$ cat config.mk
export PLATFORM = sky130hd
export DESIGN_NAME = mem_port_arbiter
export DESIGN_NICKNAME = d
export VERILOG_FILES = /design/src/rtl/mem_arb_pkg.sv /design/src/rtl/mem_port_arbiter_rr_arb2.sv /design/src/rtl/mem_port_arbiter.sv
export SDC_FILE = /design/constraint.sdc
export NUM_CORES = 1
export LEC_CHECK = 0
export ABC_AREA = 1
export ABC_CLOCK_PERIOD_IN_PS = 950
export CAP_MARGIN = 20
export CELL_PAD_IN_SITES_DETAIL_PLACEMENT = 0
export CELL_PAD_IN_SITES_GLOBAL_PLACEMENT = 1
export CORE_UTILIZATION = 14
export CTS_CLUSTER_DIAMETER = 150
export DETAILED_ROUTE_END_ITERATION = 10
export HOLD_SLACK_MARGIN = 0.12
export PLACE_DENSITY = 0.77
export SETUP_SLACK_MARGIN = 0.5
export SLEW_MARGIN = 20
export SYNTH_ARGS = -nofsm -noshare
export SYNTH_HDL_FRONTEND = slang
export SYNTH_SLANG_ARGS = --single-unit
$ cat constraint.sdc
create_clock -name clock -period 0.95 [get_ports clock]
set_input_delay 0.095 -clock clock [delete_from_list [all_inputs] [get_ports clock]]
set_output_delay 0.095 -clock clock [all_outputs]
set_load 0.05 [all_outputs]
$ cat src/rtl/mem_arb_pkg.sv
// Shared types and round-robin pick function for the two-requester RAM port arbiter.
package mem_arb_pkg;

  typedef enum logic {
    ID_A = 1'b0,
    ID_B = 1'b1
  } req_id_t;

  // With both requesters contending, ptr names the winner; otherwise the lone requester wins.
  function automatic req_id_t rr_pick(input logic valid_a, input logic valid_b, input req_id_t ptr);
    if (valid_a && valid_b) return ptr;
    else if (valid_a)       return ID_A;
    else                    return ID_B;
  endfunction

endpackage

$ cat src/rtl/mem_port_arbiter_rr_arb2.sv
// rr_arb2: 2-way round-robin arbiter; the pointer flips only on cycles where both requesters contend.
module rr_arb2
  import mem_arb_pkg::*;
(
  input  logic    clock,
  input  logic    resetn,
  input  logic    req_a,
  input  logic    req_b,
  output logic    gnt,
  output req_id_t gnt_id
);

  req_id_t ptr;

  always_ff @(posedge clock) begin
    if (!resetn) begin
      ptr <= ID_A;
    end else if (req_a && req_b) begin
      ptr <= (ptr == ID_A) ? ID_B : ID_A;
    end
  end

  always_comb begin
    gnt    = req_a | req_b;
    gnt_id = rr_pick(req_a, req_b, ptr);
  end

endmodule

$ cat src/rtl/mem_port_arbiter.sv
// Shares one simple dual-port RAM between requesters A and B with independent read/write round-robin.
// Optional same-cycle write-to-read forwarding is enabled with `define MEM_ARB_RAW_BYPASS_EN.
module mem_port_arbiter
  import mem_arb_pkg::*;
#(
  parameter int ADDR_WIDTH = 4,
  parameter int DATA_WIDTH = 8
) (
  input  logic                  clock,
  input  logic                  resetn,
  input  logic                  a_valid,
  input  logic                  a_we,
  input  logic [ADDR_WIDTH-1:0] a_addr,
  input  logic [DATA_WIDTH-1:0] a_wdata,
  output logic                  a_ready,
  output logic                  a_rvalid,
  output logic [DATA_WIDTH-1:0] a_rdata,
  input  logic                  b_valid,
  input  logic                  b_we,
  input  logic [ADDR_WIDTH-1:0] b_addr,
  input  logic [DATA_WIDTH-1:0] b_wdata,
  output logic                  b_ready,
  output logic                  b_rvalid,
  output logic [DATA_WIDTH-1:0] b_rdata,
  output logic                  ram_wren,
  output logic [ADDR_WIDTH-1:0] ram_wraddress,
  output logic [DATA_WIDTH-1:0] ram_data,
  output logic [ADDR_WIDTH-1:0] ram_rdaddress,
  input  logic [DATA_WIDTH-1:0] ram_q
);

  // Handshake: a request transfers when valid && ready; ready depends only on valid/we and arbiter state.
  logic    rd_req_a, rd_req_b, wr_req_a, wr_req_b;
  logic    rd_gnt, wr_gnt;
  req_id_t rd_id, wr_id;
  logic    rsp_v;
  req_id_t rsp_id;
  logic [DATA_WIDTH-1:0] rdata;

  // Gating requests with resetn keeps ready low and the pointers frozen during reset.
  assign rd_req_a = resetn && a_valid && !a_we;
  assign rd_req_b = resetn && b_valid && !b_we;
  assign wr_req_a = resetn && a_valid &&  a_we;
  assign wr_req_b = resetn && b_valid &&  b_we;

  rr_arb2 u_rd_arb (
    .clock  (clock),
    .resetn (resetn),
    .req_a  (rd_req_a),
    .req_b  (rd_req_b),
    .gnt    (rd_gnt),
    .gnt_id (rd_id)
  );

  rr_arb2 u_wr_arb (
    .clock  (clock),
    .resetn (resetn),
    .req_a  (wr_req_a),
    .req_b  (wr_req_b),
    .gnt    (wr_gnt),
    .gnt_id (wr_id)
  );

  always_comb begin
    a_ready       = (rd_gnt && rd_id == ID_A) || (wr_gnt && wr_id == ID_A);
    b_ready       = (rd_gnt && rd_id == ID_B) || (wr_gnt && wr_id == ID_B);
    ram_wren      = wr_gnt;
    ram_wraddress = (wr_id == ID_B) ? b_addr  : a_addr;
    ram_data      = (wr_id == ID_B) ? b_wdata : a_wdata;
    ram_rdaddress = (rd_gnt && rd_id == ID_B) ? b_addr : a_addr;
  end

  always_ff @(posedge clock) begin
    if (!resetn) begin
      rsp_v  <= 1'b0;
      rsp_id <= ID_A;
    end else begin
      rsp_v  <= rd_gnt;
      rsp_id <= rd_id;
    end
  end

`ifdef MEM_ARB_RAW_BYPASS_EN
  logic                  byp_hit;
  logic [DATA_WIDTH-1:0] byp_data;

  always_ff @(posedge clock) begin
    if (!resetn) begin
      byp_hit  <= 1'b0;
      byp_data <= '0;
    end else begin
      byp_hit  <= rd_gnt && wr_gnt && (ram_rdaddress == ram_wraddress);
      byp_data <= ram_data;
    end
  end

  assign rdata = byp_hit ? byp_data : ram_q;
`else
  assign rdata = ram_q;
`endif

  // A response whose handshake preceded a reset cycle is suppressed by the resetn term.
  assign a_rvalid = resetn && rsp_v && (rsp_id == ID_A);
  assign b_rvalid = resetn && rsp_v && (rsp_id == ID_B);
  assign a_rdata  = rdata;
  assign b_rdata  = rdata;

endmodule

==> results by group <==
Clocking
  – Clk root buf: clkbuf_8
  – Hold-fix buffers at CTS: 0
  – Total CTS buffers: 3
  – CTS tree: built
  – Clk sink count: 4
  – H-tree depth: 1
  – CTS clk-pin slew, worst paths: 0.04 ns
  – CTS Buffer Depth: 2
  – Skew-Pair Late Insertion Delay: 0.22 ns

Layout
  – Finished Core Util: 46.2%
  – Layout cells sized above 1: 68.1%
  – Final instance area: 1850 µm²
  – Commonest non-fill, non-tap cell in the layout: clkdlybuf4s50_1
  – Nets: 206
  – Diodes inserted: 0
  – Cell Count, Final, Fillers Out: 216
  – Layout area overhead: 215%
  – Commonest non-fill, non-tap cells in the layout: clkdlybuf4s50_1, buf_12, nand2_4

Drt
  – Drt first-iter violations: 15
  – Vias per Instance: 4.10
  – Wire per inst: 12.3 µm
  – DR DRC count: 0
  – Post-route ant nets: 0
  – Routed wire length: 2.65 mm
  – Drt pass-1 iters: 4
  – Routed vias: 886

Timing
  – Clk_skew: 0.00479 ns
  – Final min period: 1.32 ns
  – Final period util: 139%
  – Worst slew pin tran: 0.189 ns
  – Final worst setup slack: -0.368 ns
  – Hold WS: 0.190 ns
  – Final hold vios: 0
  – Setup TNS: -6.32 ns
  – Slew Viols, Final: 0
  – Fmax: 759 MHz
  – Final setup violation count: 19
  – RSZ-0062 raised after global routing: yes
  – Worst relative slew slack: 87.3%

Global route
  – Vias in the first global route: 880
  – Initial antenna violation count: 0
  – Grt ovf: 0
  – First-pass GRT wire length: 4.15 mm
  – Largest net degree at the start of global routing: 13
  – Total global-route track usage: 12.6%

Floorplanning
  – Die H: 66.7 µm
  – Rows: 23
  – Starting Density: 14.7%
  – Die width: 66.7 µm
  – DIE AREA: 4450 µm²
  – Core area: 4000 µm²
  – I/O Pins: 75

Min path
  – Worst hold path cell count: 0
  – Hold crit path type: input port to primary output

Power and ir drop
  – Sw power: 0.622 mW
  – Seq pwr share: 11.5%
  – Tot Pwr: 1.58 mW
  – Pwr Density: 854 nW/µm²
  – Leak: 0.789 nW
  – Cell Int Power: 0.958 mW
  – Worst vdd rail ir drop: 0.324 mV
  – Clk pwr share: 24.0%
  – Gate power share: 64.6%
  – Sw Share: 39.4%

Critical path
  – Critical Path End Type: primary output
  – Critical Path RT: 0.85 ns
  – Worst setup path class: flop to primary output
  – Worst Path Arrival: 1.22 ns
  – Max FO, Critical Path: 12
  – Reg2Reg Depth: 4
  – Crit start category: flop

Placed design
  – Cell Area, Placed: 1610 µm²
  – Input/output buffers: 50
  – Pre-CTS setup slack: -0.626 ns
  – Cells after DPL: 205
  – Placer Congestion: 0.812
  – Hpwl dp: 2.09 mm

Outcome
  – Violated checks: negative setup slack
  – Status: finished with violations

Yosys
  – Ys Warns: 0
  – Yosys reg bits: 4
  – Netlist cell types: 15
  – Mapped Cells: 107
  – Mean Syn Cell Area: 5.48 µm²
  – Syn_nets: 145
  – Post-Syn Area: 587 µm²
  – Register area share after synthesis: 13.6%

Job
  – MaxCap Viol Count: 0
worst paths after layout:
path,from,to,slack [ns]
setup / recovery,u_wr_arb.ptr$_SDFFE_PN0P_,ram_wraddress[2],-0.37
hold / removal,ram_q[7],a_rdata[7],0.19
setup reg to reg,u_rd_arb.ptr$_SDFFE_PN0P_,rsp_id$_SDFF_PN0_,0.04
hold reg to reg,u_wr_arb.ptr$_SDFFE_PN0P_,u_wr_arb.ptr$_SDFFE_PN0P_,0.56
power by group through the flow:
stage	Clock, mW	Sequential, mW	Combinational [mW]
after floorplan	0	0.183	0.631
after global placement	0	0.184	0.943
after detailed placement	0	0.184	0.954
after CTS	0.383	0.181	1.01
after global routing	0.393	0.182	1.07
final	0.378	0.182	1.02
critical path: stages, from the launching register on:
cell and delay [ns]:
dfxtp_2 0.31, nand4_1 0.10, buf_4 0.21, nand3_1 0.14
nand2_4 0.10, buf_12 0.13
cell families (layout without fill, tap and decap cells):
| kind of cell | count (synthesis) | after routing | share of synthesized area, % |
|---|---|---|---|
| AOI/OAI and AO/OA | 3 | 3 | 3.62 |
| and+or+nand+nor | 76 | 76 | 54.8 |
| buffers and inverters | 24 | 83 | 27.9 |
| DFF | 4 | 4 | 13.6 |
area by class of cell:
cell class                 instances  area [µm²]
fill                             374        2150
timing repair buffer              76         976
multi-input combinational         79         666
sequential                         4        87.6
tap                               50        62.6
clock buffer                       3        41.3
inverter                           4        16.3
synthesized netlist by cell type (all sizes together):
cell type | count | area share (%)
a21boi | 1 | 1.3
a21oi | 1 | 0.85
buf | 20 | 25
clkinv | 1 | 0.64
dfxtp | 4 | 14
inv | 3 | 1.9
nand2 | 45 | 29
nand3 | 21 | 18
nand4 | 2 | 2.1
nor2 | 8 | 5.5
o21ai | 1 | 1.5
layer usage:
metal	up-vias	wire [µm]	global-route usage [%]
li1	445	-	-
met1	405	960	13.7
met2	30	1480	22.6
met3	6	171	2.57
met4	0	36	6.65
met5	-	0	0
registers in the layout, indices dropped and copies added, names as in the netlist:
signal and count:
rsp_id 1, rsp_v 1, u_rd_arb.ptr 1, u_wr_arb.ptr 1
timing repair:
item | CTS | global route
gates cloned | 0 | 0
pin swaps | 18 | 15
setup endpoints to repair | 25 | 25
buffers inserted | 6 | 2
hold endpoints to repair | 0 | 0
resized for setup | 56 | 8
No activity file was read; power rests on OpenSTA's default activity.
